===== src/rtl/special_characters.v =====
// Shared floating-point constants: canonical special results and rounding-mode encodings.
localparam logic [31:0] FP_NANQ = 32'h7FC0_0000;
localparam logic [31:0] FP_INFP = 32'h7F80_0000;
localparam logic [31:0] FP_MAXP = 32'h7F7F_FFFF;

localparam logic [2:0] RNE = 3'b000;
localparam logic [2:0] RZ  = 3'b001;
localparam logic [2:0] RD  = 3'b010;
localparam logic [2:0] RU  = 3'b011;
localparam logic [2:0] RMM = 3'b100;


===== src/rtl/fp_square_pkg.sv =====
// Common definitions for the single-precision squaring unit.
package fp_square_pkg;

  `include "special_characters.v"

  localparam int W = 32;  // word width
  localparam int M = 22;  // MSB index of the stored mantissa
  localparam int E = 30;  // MSB index of the exponent

  // Number of shift-add steps for the 24-bit significand product.
  localparam logic [4:0] MUL_CYCLES = 5'd24;

  // Decide whether the truncated magnitude must be incremented.
  // Result sign is always positive, so RD truncates and RU rounds away.
  function automatic logic round_up(input logic [2:0] rm, input logic lsb,
                                    input logic g, input logic sticky);
    logic up;
    case (rm)
      RZ, RD:  up = 1'b0;
      RU:      up = g | sticky;
      RMM:     up = g;
      default: up = g & (sticky | lsb);  // RNE and unused encodings
    endcase
    return up;
  endfunction

endpackage


===== src/rtl/mant_mul_seq.sv =====
// Iterative radix-2 shift-add multiplier for two 24-bit significands.
// Loads on start, then performs one conditional add per cycle for 24 cycles.
module mant_mul_seq
  import fp_square_pkg::*;
(
  input  logic        clk,
  input  logic        rst,
  input  logic        start,
  input  logic [23:0] a,
  input  logic [23:0] b,
  output logic        busy,
  output logic        last,
  output logic [47:0] p
);

  logic [47:0] mcand_reg;
  logic [23:0] mplier_reg;
  logic [4:0]  cnt_reg;
  logic [47:0] p_reg;

  // Load operands on start; otherwise accumulate one multiplier bit per cycle.
  always_ff @(posedge clk) begin
    if (rst) begin
      mcand_reg  <= '0;
      mplier_reg <= '0;
      cnt_reg    <= '0;
      p_reg      <= '0;
    end else if (start) begin
      mcand_reg  <= {24'd0, a};
      mplier_reg <= b;
      cnt_reg    <= MUL_CYCLES;
      p_reg      <= '0;
    end else if (cnt_reg != 5'd0) begin
      if (mplier_reg[0]) begin
        p_reg <= p_reg + mcand_reg;
      end
      mcand_reg  <= mcand_reg << 1;
      mplier_reg <= mplier_reg >> 1;
      cnt_reg    <= cnt_reg - 5'd1;
    end
  end

  assign busy = (cnt_reg != 5'd0);
  // High during the cycle whose closing edge performs the final add,
  // so the consumer can be ready for p on the very next cycle.
  assign last = (cnt_reg == 5'd1);
  assign p    = p_reg;

endmodule


===== src/rtl/fp_square.sv =====
// Single-precision IEEE-754 squaring unit with act/done handshake.
// Normal operands go through a 24-cycle sequential multiply and a rounding
// cycle; NaN, infinity, zero and subnormal operands take a one-cycle path.
module fp_square
  import fp_square_pkg::*;
(
  input  logic         clk,
  input  logic         rst,
  input  logic         act,
  input  logic [W-1:0] in1,
  input  logic [2:0]   round_m,
  output logic [W-1:0] out,
  output logic         done,
  output logic         ov,
  output logic         un,
  output logic         inv,
  output logic         inexact
);

  localparam logic [1:0] IDLE = 2'd0;
  localparam logic [1:0] MUL  = 2'd1;
  localparam logic [1:0] RND  = 2'd2;
  localparam logic [1:0] SPEC = 2'd3;

  logic [1:0]   state_reg;
  logic [E:0]   in_reg;       // sign is irrelevant to a square, so it is not kept
  logic [2:0]   rm_reg;
  logic [W-1:0] out_reg;
  logic         done_reg;
  logic         ov_reg, un_reg, inv_reg, inexact_reg;

  logic         in_special;
  logic         accept;
  logic         mul_start;
  logic         mul_busy;
  logic         mul_last;
  logic [47:0]  prod;
  logic         unused_sign;

  assign unused_sign = in1[W-1];

  // Exponent all ones (NaN/inf) or all zeros (zero/subnormal) bypasses the multiplier.
  assign in_special = (&in1[E:M+1]) | ~(|in1[E:M+1]);
  assign accept     = (state_reg == IDLE) && act;
  assign mul_start  = accept && !in_special && !mul_busy;

  mant_mul_seq u_mul (
    .clk   (clk),
    .rst   (rst),
    .start (mul_start),
    .a     ({1'b1, in1[M:0]}),
    .b     ({1'b1, in1[M:0]}),
    .busy  (mul_busy),
    .last  (mul_last),
    .p     (prod)
  );

  logic signed [10:0] er_base;
  logic signed [10:0] er_norm;
  logic signed [10:0] er_fin;
  logic [22:0]        mant_norm;
  logic               g_bit;
  logic               sticky;
  logic               up;
  logic [23:0]        mant_sum;
  logic [W-1:0]       rnd_out;
  logic               rnd_ov, rnd_un, rnd_inexact;

  // Normalise the product, round, and resolve overflow/underflow.
  always_comb begin
    er_base = $signed({2'b00, in_reg[E:M+1], 1'b0}) - 11'sd127;
    if (prod[47]) begin
      mant_norm = prod[46:24];
      g_bit     = prod[23];
      sticky    = |prod[22:0];
      er_norm   = er_base + 11'sd1;
    end else begin
      mant_norm = prod[45:23];
      g_bit     = prod[22];
      sticky    = |prod[21:0];
      er_norm   = er_base;
    end
    up          = round_up(rm_reg, mant_norm[0], g_bit, sticky);
    mant_sum    = {1'b0, mant_norm} + {23'd0, up};
    // A carry out of the stored mantissa leaves it zero and bumps the exponent.
    er_fin      = er_norm + $signed({10'd0, mant_sum[23]});
    rnd_ov      = 1'b0;
    rnd_un      = 1'b0;
    rnd_inexact = g_bit | sticky;
    rnd_out     = {1'b0, er_fin[7:0], mant_sum[22:0]};
    if (er_fin > 11'sd254) begin
      rnd_ov      = 1'b1;
      rnd_inexact = 1'b1;
      rnd_out     = (rm_reg == RZ || rm_reg == RD) ? FP_MAXP : FP_INFP;
    end else if (er_fin < 11'sd1) begin
      rnd_un      = 1'b1;
      rnd_inexact = 1'b1;
      rnd_out     = '0;
    end
  end

  logic [W-1:0] spec_out;
  logic         spec_inv;

  // Fixed result for NaN, infinity and zero/subnormal operands.
  always_comb begin
    spec_out = '0;
    spec_inv = 1'b0;
    if (&in_reg[E:M+1]) begin
      if (|in_reg[M:0]) begin
        spec_out = FP_NANQ;
        spec_inv = ~in_reg[M];
      end else begin
        spec_out = FP_INFP;
      end
    end
  end

  // Control FSM and registered result/flags.
  always_ff @(posedge clk) begin
    if (rst) begin
      state_reg   <= IDLE;
      in_reg      <= '0;
      rm_reg      <= '0;
      out_reg     <= '0;
      done_reg    <= 1'b0;
      ov_reg      <= 1'b0;
      un_reg      <= 1'b0;
      inv_reg     <= 1'b0;
      inexact_reg <= 1'b0;
    end else begin
      done_reg <= 1'b0;
      case (state_reg)
        IDLE: begin
          if (accept) begin
            in_reg    <= in1[E:0];
            rm_reg    <= round_m;
            state_reg <= in_special ? SPEC : MUL;
          end
        end
        MUL: begin
          if (mul_last) begin
            state_reg <= RND;
          end
        end
        RND: begin
          out_reg     <= rnd_out;
          ov_reg      <= rnd_ov;
          un_reg      <= rnd_un;
          inv_reg     <= 1'b0;
          inexact_reg <= rnd_inexact;
          done_reg    <= 1'b1;
          state_reg   <= IDLE;
        end
        default: begin
          out_reg     <= spec_out;
          ov_reg      <= 1'b0;
          un_reg      <= 1'b0;
          inv_reg     <= spec_inv;
          inexact_reg <= 1'b0;
          done_reg    <= 1'b1;
          state_reg   <= IDLE;
        end
      endcase
    end
  end

  assign out     = out_reg;
  assign done    = done_reg;
  assign ov      = ov_reg;
  assign un      = un_reg;
  assign inv     = inv_reg;
  assign inexact = inexact_reg;

endmodule


===== config.mk =====
export PLATFORM = sky130hd
export DESIGN_NAME = fp_square
export DESIGN_NICKNAME = d
export VERILOG_FILES = /design/src/rtl/fp_square_pkg.sv /design/src/rtl/mant_mul_seq.sv /design/src/rtl/fp_square.sv
export VERILOG_INCLUDE_DIRS = /design/src /design/src/rtl
export SDC_FILE = /design/constraint.sdc
export NUM_CORES = 1
export LEC_CHECK = 0
export ABC_AREA = 1
export BUFFER_PORTS_ARGS = -buffer_cell sky130_fd_sc_hd__buf_2
export CORE_MARGIN = 2
export CORE_UTILIZATION = 40
export CTS_BUF_LIST = sky130_fd_sc_hd__clkbuf_8
export DETAILED_ROUTE_END_ITERATION = 8
export MAX_ROUTING_LAYER = met4
export SKIP_CTS_REPAIR_TIMING = 1
export SLEW_MARGIN = 15
export SYNTH_ARGS = -nofsm -noshare
export SYNTH_HDL_FRONTEND = slang
export SYNTH_SLANG_ARGS = --single-unit

===== constraint.sdc =====
create_clock -name clk -period 5.95 [get_ports clk]
set_input_delay 1.19 -clock clk [delete_from_list [all_inputs] [get_ports clk]]
set_output_delay 1.19 -clock clk [all_outputs]
set_load 0.005 [all_outputs]

==> impl_results.html, run 1 <==
<table>
<tr><th>Metric</th><th>Value</th></tr>
<tr><th colspan="2">Clock tree</th></tr>
<tr><td>Clock tree root driver cell</td><td>sky130_fd_sc_hd__clkbuf_8</td></tr>
<tr><td>Insertion delay to the later sink of the worst-skew pair</td><td>between 500 and 600 ps</td></tr>
<tr><td>Number of sinks driven by the clock tree</td><td>197</td></tr>
<tr><td>CTS tree</td><td>done</td></tr>
<tr><td>Clock Pin Slew Worst Setup and Hold Paths</td><td>110 ps</td></tr>
<tr><td>Deepest clock path buffer count</td><td>2</td></tr>
<tr><td>Number of CTS-inserted buffers</td><td>17</td></tr>
<tr><td>Number of H-tree levels</td><td>4</td></tr>
<tr><th colspan="2">STA</th></tr>
<tr><td>Max-slew violation count</td><td>0</td></tr>
<tr><td>Final clock skew</td><td>about 25 ps</td></tr>
<tr><td>Slew at the pin with the worst max-slew slack</td><td>922 ps</td></tr>
<tr><td>Fin. Hold Viols</td><td>0</td></tr>
<tr><td>Number of setup violations in the final report</td><td>0</td></tr>
<tr><td>Highest achievable clock rate</td><td>0.202 GHz</td></tr>
<tr><td>Final clock period utilization by the worst path</td><td>0.834</td></tr>
<tr><td>Min Clock Period, post-route</td><td>roughly 5000 ps</td></tr>
<tr><td>RSZ-0062 raised after global routing</td><td>no</td></tr>
<tr><td>Worst max-slew margin expressed relative to the limit</td><td>0.379</td></tr>
<tr><td>Setup total negative slack</td><td>0 ps</td></tr>
<tr><th colspan="2">Drt</th></tr>
<tr><td>Number of remaining DRC errors</td><td>0</td></tr>
<tr><td>Routed via count</td><td>12.2k</td></tr>
<tr><td>Post-detailed-route wirelength per cell</td><td>~15 um</td></tr>
<tr><td>Number of DRC markers after the initial detailed-route iteration</td><td>870</td></tr>
<tr><td>Routed length on met3</td><td>1120 um</td></tr>
<tr><td>Number of nets with antenna violations after detailed routing</td><td>0</td></tr>
<tr><td>Metal-1 WL</td><td>17600 um</td></tr>
<tr><td>Drt first pass iters</td><td>5</td></tr>
<tr><td>Routed length on met2</td><td>16800 um</td></tr>
<tr><td>Post-detailed-route via-to-cell ratio</td><td>slightly above 5</td></tr>
<tr><td>Topmost layer with routed signal wires</td><td>met4</td></tr>
<tr><td>Total wirelength of the detailed-routed design</td><td>36000 um</td></tr>
<tr><th colspan="2">Setup path</th></tr>
<tr><td>Critical Path End Type</td><td>register</td></tr>
<tr><td>Critical path data required time</td><td>~6400 ps</td></tr>
<tr><td>Startpoint-to-endpoint class of the critical path</td><td>reg2reg</td></tr>
<tr><td>Endpoint arrival time on the critical path</td><td>around 5400 ps</td></tr>
<tr><td>Highest-delay cell along the critical path</td><td>sky130_fd_sc_hd__nor3_1</td></tr>
<tr><td>Longest individual stage delay on the worst path</td><td>360 ps</td></tr>
<tr><td>Startpoint types</td><td>register</td></tr>
<tr><td>Peak fanout along the critical path</td><td>22</td></tr>
<tr><th colspan="2">Power</th></tr>
<tr><td>Leakage power summed over all cells</td><td>5.97 nW</td></tr>
<tr><td>VDD IR-drop max</td><td>0.000206 V</td></tr>
<tr><td>PnR Total Power</td><td>0.00467 W</td></tr>
<tr><td>Cell area power density</td><td>349 nW/um^2</td></tr>
<tr><th colspan="2">Synthesis</th></tr>
<tr><td>Number of distinct standard cells referenced by the synthesized netlist</td><td>53</td></tr>
<tr><td>Post-synth EDFFs</td><td>0</td></tr>
<tr><td>Leading post-synthesis cells by cell area</td><td>sky130_fd_sc_hd__dfxtp_1, sky130_fd_sc_hd__nand2_1, sky130_fd_sc_hd__inv_1</td></tr>
<tr><td>Synthesized Nets</td><td>2007</td></tr>
<tr><td>Largest area contributor in the synthesized netlist</td><td>sky130_fd_sc_hd__dfxtp_1</td></tr>
<tr><td>Synthesized instance count</td><td>1910</td></tr>
<tr><td>Sequential share of the synthesized area</td><td>0.319</td></tr>
<tr><td>Number of warning messages in the yosys log</td><td>0</td></tr>
<tr><td>Total standard cell area after synthesis</td><td>around 12000 sq um</td></tr>
<tr><td>Prevailing post-synth register cell</td><td>sky130_fd_sc_hd__dfxtp_1</td></tr>
<tr><td>Post-synthesis sequential element count</td><td>slightly below 200</td></tr>
<tr><td>Proportion of synthesized flip-flops having asynchronous set or reset</td><td>0</td></tr>
<tr><td>Area share of the largest cell type after synthesis</td><td>0.319</td></tr>
<tr><td>Syn_area_per_cell</td><td>between 6 and 7 sq um</td></tr>
<tr><th colspan="2">Floorplanning</th></tr>
<tr><td>Standard-cell rows</td><td>between 60 and 70</td></tr>
<tr><td>Chip height</td><td>roughly 180 um</td></tr>
<tr><td>Total die area</td><td>32400 sq um</td></tr>
<tr><td>Initial Util</td><td>0.406</td></tr>
<tr><td>Core area</td><td>30500 sq um</td></tr>
<tr><td>Horizontal die dimension</td><td>180 um</td></tr>
<tr><td>Number of placed I/O pins</td><td>75</td></tr>
<tr><th colspan="2">Placement</th></tr>
<tr><td>Quantity of I/O buffers inserted on ports</td><td>72</td></tr>
<tr><td>Area after DPL</td><td>13000 sq um</td></tr>
<tr><td>Dpl hpwl</td><td>~28000 um</td></tr>
<tr><td>Placed cells</td><td>2322</td></tr>
<tr><td>Gp weighted congestion</td><td>0.922</td></tr>
<tr><th colspan="2">Finish</th></tr>
<tr><td>Count of filler cells inserted in the layout</td><td>between 3k and 4k</td></tr>
<tr><td>Share of final-layout standard cells stronger than drive strength 1</td><td>0.0792</td></tr>
<tr><td>Antenna Diode Count</td><td>0</td></tr>
<tr><td>Synthesis-to-finish area growth</td><td>8.13%</td></tr>
<tr><td>Util after Layout</td><td>0.438</td></tr>
<tr><td>Final design area excluding fillers</td><td>between 10000 and 15000 sq um</td></tr>
<tr><td>Layout Cells excl Fill</td><td>2353</td></tr>
<tr><td>Nets</td><td>slightly above 2k</td></tr>
<tr><th colspan="2">Global route</th></tr>
<tr><td>Antenna violations before repair</td><td>0</td></tr>
<tr><td>Number of global-route vias before repair</td><td>11.4k</td></tr>
<tr><td>Overall fraction of global-route tracks in use</td><td>0.229</td></tr>
<tr><td>Congestion Overflow GR</td><td>0</td></tr>
<tr><td>First-pass GRT wire length</td><td>58800 um</td></tr>
<tr><td>Pin count of the biggest net entering global routing</td><td>70</td></tr>
<tr><th colspan="2">Job</th></tr>
<tr><td>Maximum Capacitance Violations</td><td>0</td></tr>
<tr><th colspan="2">Run status</th></tr>
<tr><td>Status</td><td>complete, no violations</td></tr>
<tr><th colspan="2">Min path</th></tr>
<tr><td>Hold Crit Class</td><td>reg2reg</td></tr>
</table>
[synth_stat cells, drive strengths merged (3+ instances only)]
library cell,number
a211oi,3
a21o,14
a21oi,173
a31o,3
a31oi,39
buf,25
clkbuf,42
clkinv,3
dfxtp,197
ha,58
inv,236
nand2,495
nand3,71
nand3b,6
nand4,25
nor2,203
nor3,21
nor4,14
o211ai,11
o21ai,175
o21bai,16
o221ai,3
or2,8
xnor2,12
xor2,40
[per-stage QoR]
stage	setup slack (ps)	hold slack [ps]
2_1_floorplan	2010	429
3_5_place_dp	989	435
4_1_cts	980	459
3_3_place_gp	1040	433
6_report	990	454
5_1_grt	508	473
[layout make-up]
type                       instances  area (sq um)  area share
multi-input combinational       1407          7210       0.539
sequential                       197          3940       0.295
inverter                         239           900      0.0672
timing repair buffer              83           443      0.0331
tap                              396           495      0.0370
clock inverter                    13           134      0.0100
clock buffer                      18           248      0.0185
[report_power, final]
part,internal [W],switching [W]
Clock,0.000321,0.000549
Combinational,0.000606,0.00136
Sequential,0.00162,0.000213
[logic make-up (layout without fill, tap and decap cells)]
logic type      after synthesis  after routing  share of synthesized area
simple gates                847            847                      0.286
buf+inv                     306            353                     0.0985
xor+xnor                     52             52                     0.0368
flops                       197            197                      0.319
compound gates              448            448                      0.200
other cells                   1              1                   0.000303
fa+ha+maj                    59             59                     0.0603
[metal layers]
| layer | global-route usage | vias to the layer above |
|---|---|---|
| met5 | - | - |
| met4 | 0.0507 | 0 |
| met3 | 0.0282 | 31 |
| met2 | 0.375 | 221 |
| met1 | 0.304 | 5585 |
| li1 | - | 6320 |
[worst max-delay path, delay by kind of cell (launching register included)]
| kind | cells | cell delay, ps |
|---|---|---|
| simple gates | 22 | 2900 |
| compound gates | 3 | 790 |
| flops | 1 | 340 |
| fa+ha+maj | 3 | 680 |
| buf+inv | 1 | 180 |
[cells in the final DEF (no fill, tap or decap), drive strengths merged, types with 2 or more instances in the layout]
| cell type | count |
|---|---|
| ha | 58 |
| a21oi | 173 |
| a211oi | 3 |
| clkbuf | 18 |
| o21ai | 175 |
| o211ai | 11 |
| nand3b | 6 |
| nand2 | 495 |
| xor2 | 40 |
| inv | 244 |
| nand4 | 25 |
| o221ai | 3 |
| clkinv | 7 |
| nor3 | 21 |
| a21boi | 2 |
| o21bai | 16 |
| nor2 | 203 |
| nand3 | 71 |
| xnor2 | 12 |
| nor4 | 14 |
| a31o | 3 |
| or2 | 8 |
| and3 | 2 |
| o311ai | 2 |
| a21o | 14 |
| buf | 83 |
| a31oi | 39 |
| dfxtp | 197 |
[path summary, 6_finish.rpt]
kind              start  endpoint  slack, ps  cells after the start
max          u_mul.p[6]   inexact        990                     29
min reg2reg     out[12]   out[12]        450                      2
min             out[12]   out[12]        450                      2
max reg2reg  u_mul.p[6]   inexact        990                     29
Power figures use the tool's default switching activity.
==> run 2, diff against run 1 <==
clock period = 4.6 ns   (was 5.95 ns; I/O delays follow)
==> run 2 against run 1 <==
Compared with the run above: sequential share of layout area down 0.98 points; setup slack worse by 680 ps; global-route usage up 0.10 points; final area up 3.8%; clock power up 39%; critical path type unchanged; first-iteration DRC count down 11%; register-to-register slack worse by 680 ps; combinational power up 52%.
==> impl_results.html, run 2 (synthesis results as in run 1) <==
<table>
<tr><th>Metric</th><th>Value</th></tr>
<tr><th colspan="2">Run status</th></tr>
<tr><td>Status</td><td>complete, no violations</td></tr>
<tr><th colspan="2">Placement</th></tr>
<tr><td>Placed cells</td><td>2337 (+0.65%)</td></tr>
<tr><td>Gp weighted congestion</td><td>0.980 (+6.2%)</td></tr>
<tr><td>Area after DPL</td><td>13100 sq um (+0.96%)</td></tr>
<tr><td>Dpl hpwl</td><td>28300 um (+1.0%)</td></tr>
<tr><td>Quantity of I/O buffers inserted on ports</td><td>72 (unchanged)</td></tr>
<tr><th colspan="2">Floorplanning</th></tr>
<tr><td>Chip height</td><td>180 um (unchanged)</td></tr>
<tr><td>Standard-cell rows</td><td>64 (unchanged)</td></tr>
<tr><td>Initial Util</td><td>0.406 (unchanged)</td></tr>
<tr><td>Total die area</td><td>32400 sq um (unchanged)</td></tr>
<tr><td>Core area</td><td>30500 sq um (unchanged)</td></tr>
<tr><td>Horizontal die dimension</td><td>180 um (unchanged)</td></tr>
<tr><td>Number of placed I/O pins</td><td>75 (unchanged)</td></tr>
<tr><th colspan="2">Setup path</th></tr>
<tr><td>Peak fanout along the critical path</td><td>12 (-45%)</td></tr>
<tr><td>Reg2Reg Setup Slack</td><td>310 ps (-680 ps)</td></tr>
<tr><td>Highest-delay cell along the critical path</td><td>sky130_fd_sc_hd__dfxtp_2</td></tr>
<tr><td>Critical path data required time</td><td>4990 ps (-1420 ps)</td></tr>
<tr><td>Longest individual stage delay on the worst path</td><td>350 ps (about the same)</td></tr>
<tr><td>Reg2Reg Capture Point</td><td>out[15]</td></tr>
<tr><td>Startpoint types</td><td>register</td></tr>
<tr><td>Startpoint-to-endpoint class of the critical path</td><td>reg2reg</td></tr>
<tr><td>Most common cell on crit path</td><td>sky130_fd_sc_hd__nand2_1</td></tr>
<tr><td>Endpoint arrival time on the critical path</td><td>4680 ps (-740 ps)</td></tr>
<tr><td>Register-to-Register Path Depth</td><td>31 (+6.9%)</td></tr>
<tr><td>Worst r2r src</td><td>u_mul.p[12]</td></tr>
<tr><td>Critical Path End Type</td><td>register</td></tr>
<tr><th colspan="2">STA</th></tr>
<tr><td>Highest achievable clock rate</td><td>0.233 GHz (+16%)</td></tr>
<tr><td>Number of setup violations in the final report</td><td>0 (unchanged)</td></tr>
<tr><td>Final clock skew</td><td>19.8 ps (-5.64 ps)</td></tr>
<tr><td>Fin. Hold Viols</td><td>0 (unchanged)</td></tr>
<tr><td>Min Clock Period, post-route</td><td>4290 ps (-669 ps)</td></tr>
<tr><td>Tightest hold margin</td><td>453 ps (-1.20 ps)</td></tr>
<tr><td>Worst max-slew margin expressed relative to the limit</td><td>0.453 (+0.0739)</td></tr>
<tr><td>Final clock period utilization by the worst path</td><td>0.933 (+0.0993)</td></tr>
<tr><td>Slew at the pin with the worst max-slew slack</td><td>817 ps (-104 ps)</td></tr>
<tr><td>Max-slew violation count</td><td>0 (unchanged)</td></tr>
<tr><th colspan="2">Clock tree</th></tr>
<tr><td>Clock Pin Slew Worst Setup and Hold Paths</td><td>110 ps (about the same)</td></tr>
<tr><td>Clock tree root driver cell</td><td>sky130_fd_sc_hd__clkbuf_8</td></tr>
<tr><td>Deepest clock path buffer count</td><td>2 (unchanged)</td></tr>
<tr><td>Insertion delay to the later sink of the worst-skew pair</td><td>500 ps (about the same)</td></tr>
<tr><td>Number of H-tree levels</td><td>4 (unchanged)</td></tr>
<tr><td>Number of sinks driven by the clock tree</td><td>197 (unchanged)</td></tr>
<tr><td>Number of CTS-inserted buffers</td><td>17 (unchanged)</td></tr>
<tr><td>CTS tree</td><td>done</td></tr>
<tr><th colspan="2">Drt</th></tr>
<tr><td>Routed via count</td><td>12.3k (+0.86%)</td></tr>
<tr><td>Number of remaining DRC errors</td><td>0 (unchanged)</td></tr>
<tr><td>Number of nets with antenna violations after detailed routing</td><td>0 (unchanged)</td></tr>
<tr><td>Total wirelength of the detailed-routed design</td><td>37000 um (+2.9%)</td></tr>
<tr><td>Post-detailed-route via-to-cell ratio</td><td>5.15 (-0.28%)</td></tr>
<tr><td>Number of DRC markers after the initial detailed-route iteration</td><td>775 (-11%)</td></tr>
<tr><td>Post-detailed-route wirelength per cell</td><td>15.6 um (+1.8%)</td></tr>
<tr><td>Drt first pass iters</td><td>5 (unchanged)</td></tr>
<tr><th colspan="2">Min path</th></tr>
<tr><td>Hold Crit Class</td><td>reg2reg</td></tr>
<tr><td>Worst Hold Launch</td><td>out[5]</td></tr>
<tr><td>Endpoint, Worst Hold</td><td>out[5]</td></tr>
<tr><td>Hold Path Cell Cnt</td><td>2 (unchanged)</td></tr>
<tr><th colspan="2">Global route</th></tr>
<tr><td>Number of global-route vias before repair</td><td>11.3k (-0.65%)</td></tr>
<tr><td>Congestion Overflow GR</td><td>0 (unchanged)</td></tr>
<tr><td>Pin count of the biggest net entering global routing</td><td>69 (-1.4%)</td></tr>
<tr><td>First-pass GRT wire length</td><td>59200 um (+0.73%)</td></tr>
<tr><td>Overall fraction of global-route tracks in use</td><td>0.230 (+0.00103)</td></tr>
<tr><td>Antenna violations before repair</td><td>0 (unchanged)</td></tr>
<tr><th colspan="2">Finish</th></tr>
<tr><td>Share of final-layout standard cells stronger than drive strength 1</td><td>0.111 (+0.0317)</td></tr>
<tr><td>Commonest cells after routing, fill and taps aside</td><td>sky130_fd_sc_hd__nand2_1, sky130_fd_sc_hd__inv_1, sky130_fd_sc_hd__nor2_1</td></tr>
<tr><td>Most common library cell in the layout ignoring fill and taps</td><td>sky130_fd_sc_hd__nand2_1</td></tr>
<tr><td>Layout Cells excl Fill</td><td>2380 (+1.1%)</td></tr>
<tr><td>Util after Layout</td><td>0.455 (+0.0168)</td></tr>
<tr><td>Nets</td><td>2068 (+1.3%)</td></tr>
<tr><td>Final design area excluding fillers</td><td>13900 sq um (+3.8%)</td></tr>
<tr><td>Synthesis-to-finish area growth</td><td>12.3%</td></tr>
<tr><td>Antenna Diode Count</td><td>0 (unchanged)</td></tr>
<tr><th colspan="2">Power</th></tr>
<tr><td>PnR Total Power</td><td>0.00657 W (+41%)</td></tr>
<tr><td>Leakage power summed over all cells</td><td>6.20 nW (+3.9%)</td></tr>
<tr><td>VDD IR-drop max</td><td>0.000253 V (+22%)</td></tr>
<tr><td>Cell area power density</td><td>473 nW/um^2 (+36%)</td></tr>
<tr><th colspan="2">Job</th></tr>
<tr><td>Maximum Capacitance Violations</td><td>0 (unchanged)</td></tr>
</table>
run 2: changes by cell type in the layout (fill, tap and decap cells not counted), moves of 3 or more:
cell and delta:
sky130_fd_sc_hd__nor2_1 -5, sky130_fd_sc_hd__nand3_1 -5, sky130_fd_sc_hd__nand2_2 +3, sky130_fd_sc_hd__ha_1 -3, sky130_fd_sc_hd__dfxtp_1 -12, sky130_fd_sc_hd__dfxtp_2 +12
sky130_fd_sc_hd__nor2_4 +3, sky130_fd_sc_hd__nand2_8 +3, sky130_fd_sc_hd__nand3_2 +4, sky130_fd_sc_hd__nand2_1 -7, sky130_fd_sc_hd__buf_4 +20
run 2: routing by layer:
layer,part of all wire,track usage,routed length [um],up-vias
li1,-,-,-,6384
met1,0.48,0.304,17600,5594
met2,0.47,0.374,17300,240
met3,0.039,0.0302,1450,44
met4,0.019,0.0579,699,0
met5,0,-,0,-
run 2: how the worst max path moves through the flow:
stage,startpoint,cells past startpoint,end
4_1_cts,u_mul.p[9],31,out[23]
3_3_place_gp,u_mul.p[9],31,out[23]
3_5_place_dp,u_mul.p[9],31,out[23]
5_1_grt,u_mul.p[2],31,out[15]
6_report,u_mul.p[12],31,out[15]
2_1_floorplan,u_mul.p[47],31,out[10]
run 2: final cells by class:
| type | instances | area, sq um |
|---|---|---|
| repair buffers | 108 | 698 |
| inverters | 239 | 902 |
| well taps | 396 | 495 |
| clock inverters | 14 | 171 |
| flip-flops and latches | 197 | 3960 |
| fillers | 3201 | 16600 |
| clock buffers | 18 | 248 |
| multi-input cells | 1408 | 7420 |
run 2: worst max-delay path, delay by kind of cell (launching register included):
kind | cells | cell delay [ps]
simple gates | 23 | 2530
fa+ha+maj | 2 | 490
buf+inv | 3 | 380
compound gates | 3 | 420
flops | 1 | 350
run 2: power breakdown:
part / switching (W) / leakage [nW] / internal (W)
sequential: 0.000269 / 1.61 / 0.00210
clock: 0.000692 / 0.217 / 0.000519
combinational: 0.00195 / 4.38 / 0.00105
total: 0.00291 / 6.20 / 0.00366
run 2: through the flow:
stage               worst slack (ps)  setup TNS [ps]
global route                   -69.4           -1410
detailed placement              68.5               0
floorplan                        659               0
finish                           308               0
global placement                86.1               0
CTS                             35.4               0
==> run 3, diff against run 2 <==
REMOVE_ABC_BUFFERS = 1   (was not set)
==> run 3 against run 2 <==
Compared with the run above: critical path depth decreased by 1; final cell count unchanged; critical path type unchanged; hold slack lost 0.99 ps; core utilization decreased by 0.094 points; register-to-register slack worse by 20 ps; final area shrank 0.21%; count of clock-buffer cells in the layout is 1 lower; sequential share of layout area about the same; via count shrank 0.58%; sequential power barely moved; total power is 2.1% lower.
==> impl_results.html, run 3 (synthesis results as in run 1) <==
<table>
<tr><th>Metric</th><th>Value</th></tr>
<tr><th colspan="2">Floorplanning</th></tr>
<tr><td>Core area</td><td>30500 sq um (unchanged)</td></tr>
<tr><td>Number of placed I/O pins</td><td>75 (unchanged)</td></tr>
<tr><td>Initial Util</td><td>0.406 (unchanged)</td></tr>
<tr><td>Horizontal die dimension</td><td>180 um (unchanged)</td></tr>
<tr><td>Total die area</td><td>32400 sq um (unchanged)</td></tr>
<tr><td>Chip height</td><td>180 um (unchanged)</td></tr>
<tr><td>Standard-cell rows</td><td>64 (unchanged)</td></tr>
<tr><th colspan="2">Clock tree</th></tr>
<tr><td>Number of sinks driven by the clock tree</td><td>197 (unchanged)</td></tr>
<tr><td>Clock Pin Slew Worst Setup and Hold Paths</td><td>100 ps (about the same)</td></tr>
<tr><td>Insertion delay to the later sink of the worst-skew pair</td><td>510 ps (about the same)</td></tr>
<tr><td>Number of H-tree levels</td><td>4 (unchanged)</td></tr>
<tr><td>CTS tree</td><td>done</td></tr>
<tr><td>Number of CTS-inserted buffers</td><td>17 (unchanged)</td></tr>
<tr><td>Clock tree root driver cell</td><td>sky130_fd_sc_hd__clkbuf_8</td></tr>
<tr><td>Deepest clock path buffer count</td><td>2 (unchanged)</td></tr>
<tr><th colspan="2">Drt</th></tr>
<tr><td>Drt first pass iters</td><td>5 (unchanged)</td></tr>
<tr><td>Number of remaining DRC errors</td><td>0 (unchanged)</td></tr>
<tr><td>Routed via count</td><td>12.2k (-0.58%)</td></tr>
<tr><td>Post-detailed-route via-to-cell ratio</td><td>5.12 (-0.58%)</td></tr>
<tr><td>Post-detailed-route wirelength per cell</td><td>15.0 um (-3.9%)</td></tr>
<tr><td>Total wirelength of the detailed-routed design</td><td>35600 um (-3.9%)</td></tr>
<tr><td>Number of nets with antenna violations after detailed routing</td><td>0 (unchanged)</td></tr>
<tr><td>Number of DRC markers after the initial detailed-route iteration</td><td>670 (-14%)</td></tr>
<tr><th colspan="2">Setup path</th></tr>
<tr><td>Peak fanout along the critical path</td><td>6 (-6)</td></tr>
<tr><td>Register-to-Register Path Depth</td><td>30 (-3.2%)</td></tr>
<tr><td>Setup crit start</td><td>u_mul.p[4]</td></tr>
<tr><td>Endpoint arrival time on the critical path</td><td>4710 ps (+30 ps)</td></tr>
<tr><td>Startpoint-to-endpoint class of the critical path</td><td>reg2reg</td></tr>
<tr><td>Worst r2r src</td><td>u_mul.p[4]</td></tr>
<tr><td>Critical Path End Type</td><td>register</td></tr>
<tr><td>Most common cell on crit path</td><td>sky130_fd_sc_hd__nand2_1</td></tr>
<tr><td>Critical path data required time</td><td>5010 ps (+20 ps)</td></tr>
<tr><td>Crit path capture</td><td>out[9]</td></tr>
<tr><td>Startpoint types</td><td>register</td></tr>
<tr><td>Reg2Reg Capture Point</td><td>out[9]</td></tr>
<tr><td>Highest-delay cell along the critical path</td><td>sky130_fd_sc_hd__dfxtp_4</td></tr>
<tr><td>Reg2Reg Setup Slack</td><td>290 ps (-20 ps)</td></tr>
<tr><td>Longest individual stage delay on the worst path</td><td>370 ps (+20 ps)</td></tr>
<tr><th colspan="2">Placement</th></tr>
<tr><td>Area after DPL</td><td>13100 sq um (about the same)</td></tr>
<tr><td>Gp weighted congestion</td><td>0.945 (-3.6%)</td></tr>
<tr><td>Dpl hpwl</td><td>27400 um (-3.0%)</td></tr>
<tr><td>Quantity of I/O buffers inserted on ports</td><td>72 (unchanged)</td></tr>
<tr><th colspan="2">Finish</th></tr>
<tr><td>Commonest cells after routing, fill and taps aside</td><td>sky130_fd_sc_hd__nand2_1, sky130_fd_sc_hd__inv_1, sky130_fd_sc_hd__dfxtp_1</td></tr>
<tr><td>Synthesis-to-finish area growth</td><td>12.0%</td></tr>
<tr><td>Antenna Diode Count</td><td>0 (unchanged)</td></tr>
<tr><td>Share of final-layout standard cells stronger than drive strength 1</td><td>0.108 (-0.00252)</td></tr>
<tr><td>Most common library cell in the layout ignoring fill and taps</td><td>sky130_fd_sc_hd__nand2_1</td></tr>
<tr><td>Final design area excluding fillers</td><td>13900 sq um (-0.21%)</td></tr>
<tr><td>Nets</td><td>2068 (unchanged)</td></tr>
<tr><td>Count of filler cells inserted in the layout</td><td>3270 (+2.2%)</td></tr>
<tr><th colspan="2">Power</th></tr>
<tr><td>Net switching power of the design</td><td>0.00290 W (-0.47%)</td></tr>
<tr><td>Sw frac</td><td>0.450 (+0.00741)</td></tr>
<tr><td>Cell area power density</td><td>464 nW/um^2 (-1.9%)</td></tr>
<tr><td>Leakage power summed over all cells</td><td>6.19 nW (-0.25%)</td></tr>
<tr><td>Sequential power share</td><td>0.367 (+0.007)</td></tr>
<tr><td>VDD IR-drop max</td><td>0.000311 V (+23%)</td></tr>
<tr><td>Gate power share</td><td>0.462 (+0.006)</td></tr>
<tr><td>Int Pwr</td><td>0.00354 W (-3.4%)</td></tr>
<tr><td>PnR Total Power</td><td>0.00643 W (-2.1%)</td></tr>
<tr><td>Part of the total power dissipated in the clock network</td><td>0.172 (-0.012)</td></tr>
<tr><th colspan="2">STA</th></tr>
<tr><td>Tightest hold margin</td><td>452 ps (-0.987 ps)</td></tr>
<tr><td>Setup total negative slack</td><td>0 ps (unchanged)</td></tr>
<tr><td>Max-slew violation count</td><td>0 (unchanged)</td></tr>
<tr><td>Min Clock Period, post-route</td><td>4310 ps (+17.2 ps)</td></tr>
<tr><td>Slew at the pin with the worst max-slew slack</td><td>1050 ps (+234 ps)</td></tr>
<tr><td>Final clock period utilization by the worst path</td><td>0.937 (+0.00373)</td></tr>
<tr><td>Worst max-slew margin expressed relative to the limit</td><td>0.298 (-0.155)</td></tr>
<tr><td>Highest achievable clock rate</td><td>0.232 GHz (-0.40%)</td></tr>
<tr><td>Fin. Hold Viols</td><td>0 (unchanged)</td></tr>
<tr><td>Final clock skew</td><td>16.2 ps (-3.63 ps)</td></tr>
<tr><td>Number of setup violations in the final report</td><td>0 (unchanged)</td></tr>
<tr><td>RSZ-0062 raised after global routing</td><td>yes</td></tr>
<tr><th colspan="2">Job</th></tr>
<tr><td>Maximum Capacitance Violations</td><td>0 (unchanged)</td></tr>
<tr><th colspan="2">Global route</th></tr>
<tr><td>Antenna violations before repair</td><td>0 (unchanged)</td></tr>
<tr><td>Congestion Overflow GR</td><td>0 (unchanged)</td></tr>
<tr><td>Pin count of the biggest net entering global routing</td><td>69 (unchanged)</td></tr>
<tr><td>Number of global-route vias before repair</td><td>11.5k (+1.4%)</td></tr>
<tr><td>Overall fraction of global-route tracks in use</td><td>0.223 (-0.00699)</td></tr>
<tr><td>First-pass GRT wire length</td><td>57800 um (-2.3%)</td></tr>
<tr><th colspan="2">Min path</th></tr>
<tr><td>Hold Crit Class</td><td>reg2reg</td></tr>
<tr><th colspan="2">Run status</th></tr>
<tr><td>Status</td><td>complete, no violations</td></tr>
</table>
run 3: cell types whose count changed in the layout (fill, tap and decap cells not counted), sizes merged:
cell,previous run,this run
inv,243,247
bufinv,2,0
clkinv,7,5
clkbuf,20,19
clkinvlp,1,2
run 3: worst min-delay path by stage:
stage | from | to | slack (ps) | cells after the start
floorplan | in_reg[0] | in_reg[0] | 430 | 2
global placement | out[17] | out[17] | 430 | 2
detailed placement | out[7] | out[7] | 430 | 2
CTS | out[7] | out[7] | 460 | 2
global route | out[11] | out[11] | 470 | 2
finish | out[7] | out[7] | 450 | 2
run 3: power groups by stage:
| stage | clock (W) | sequential, W | combinational, W |
|---|---|---|---|
| 2_1_floorplan | 0 | 0.00232 | 0.00182 |
| 3_5_place_dp | 0 | 0.00239 | 0.00259 |
| 6_report | 0.00110 | 0.00236 | 0.00297 |
| 3_3_place_gp | 0 | 0.00238 | 0.00255 |
| 5_1_grt | 0.00121 | 0.00241 | 0.00335 |
| 4_1_cts | 0.00114 | 0.00235 | 0.00260 |
run 3: layer usage:
layer,GRT usage,up-vias,share of wire
li1,-,6386,-
met3,0.0290,37,0.030
met1,0.294,5592,0.49
met4,0.0507,0,0.017
met5,-,-,0
met2,0.366,176,0.46
run 3: critical path: cells and delay by family (launching register included):
kind / cells / cell delay [ps]
buf+inv: 1 / 150
flops: 1 / 370
simple gates: 22 / 2390
fa+ha+maj: 3 / 610
compound gates: 4 / 680
run 3: cell type report:
type                            instances  area, sq um  share of cell area
Multi-Input combinational cell       1408         7420               0.535
Sequential cell                       197         3960               0.285
Inverter                              239          905              0.0653
Timing Repair Buffer                  108          718              0.0518
Tap cell                              396          495              0.0357
Clock buffer                           17          234              0.0169
Clock inverter                         15          138             0.00993
run 3: per-stage QoR:
stage | instances | utilization | setup slack (ps)
2_1_floorplan | 1843 | - | -372
3_3_place_gp | 2336 | 0.430 | 187
3_5_place_dp | 2336 | 0.430 | 125
4_1_cts | 2368 | 0.442 | 94.5
5_1_grt | 2380 | 0.454 | -104
6_report | 2380 | 0.454 | 291
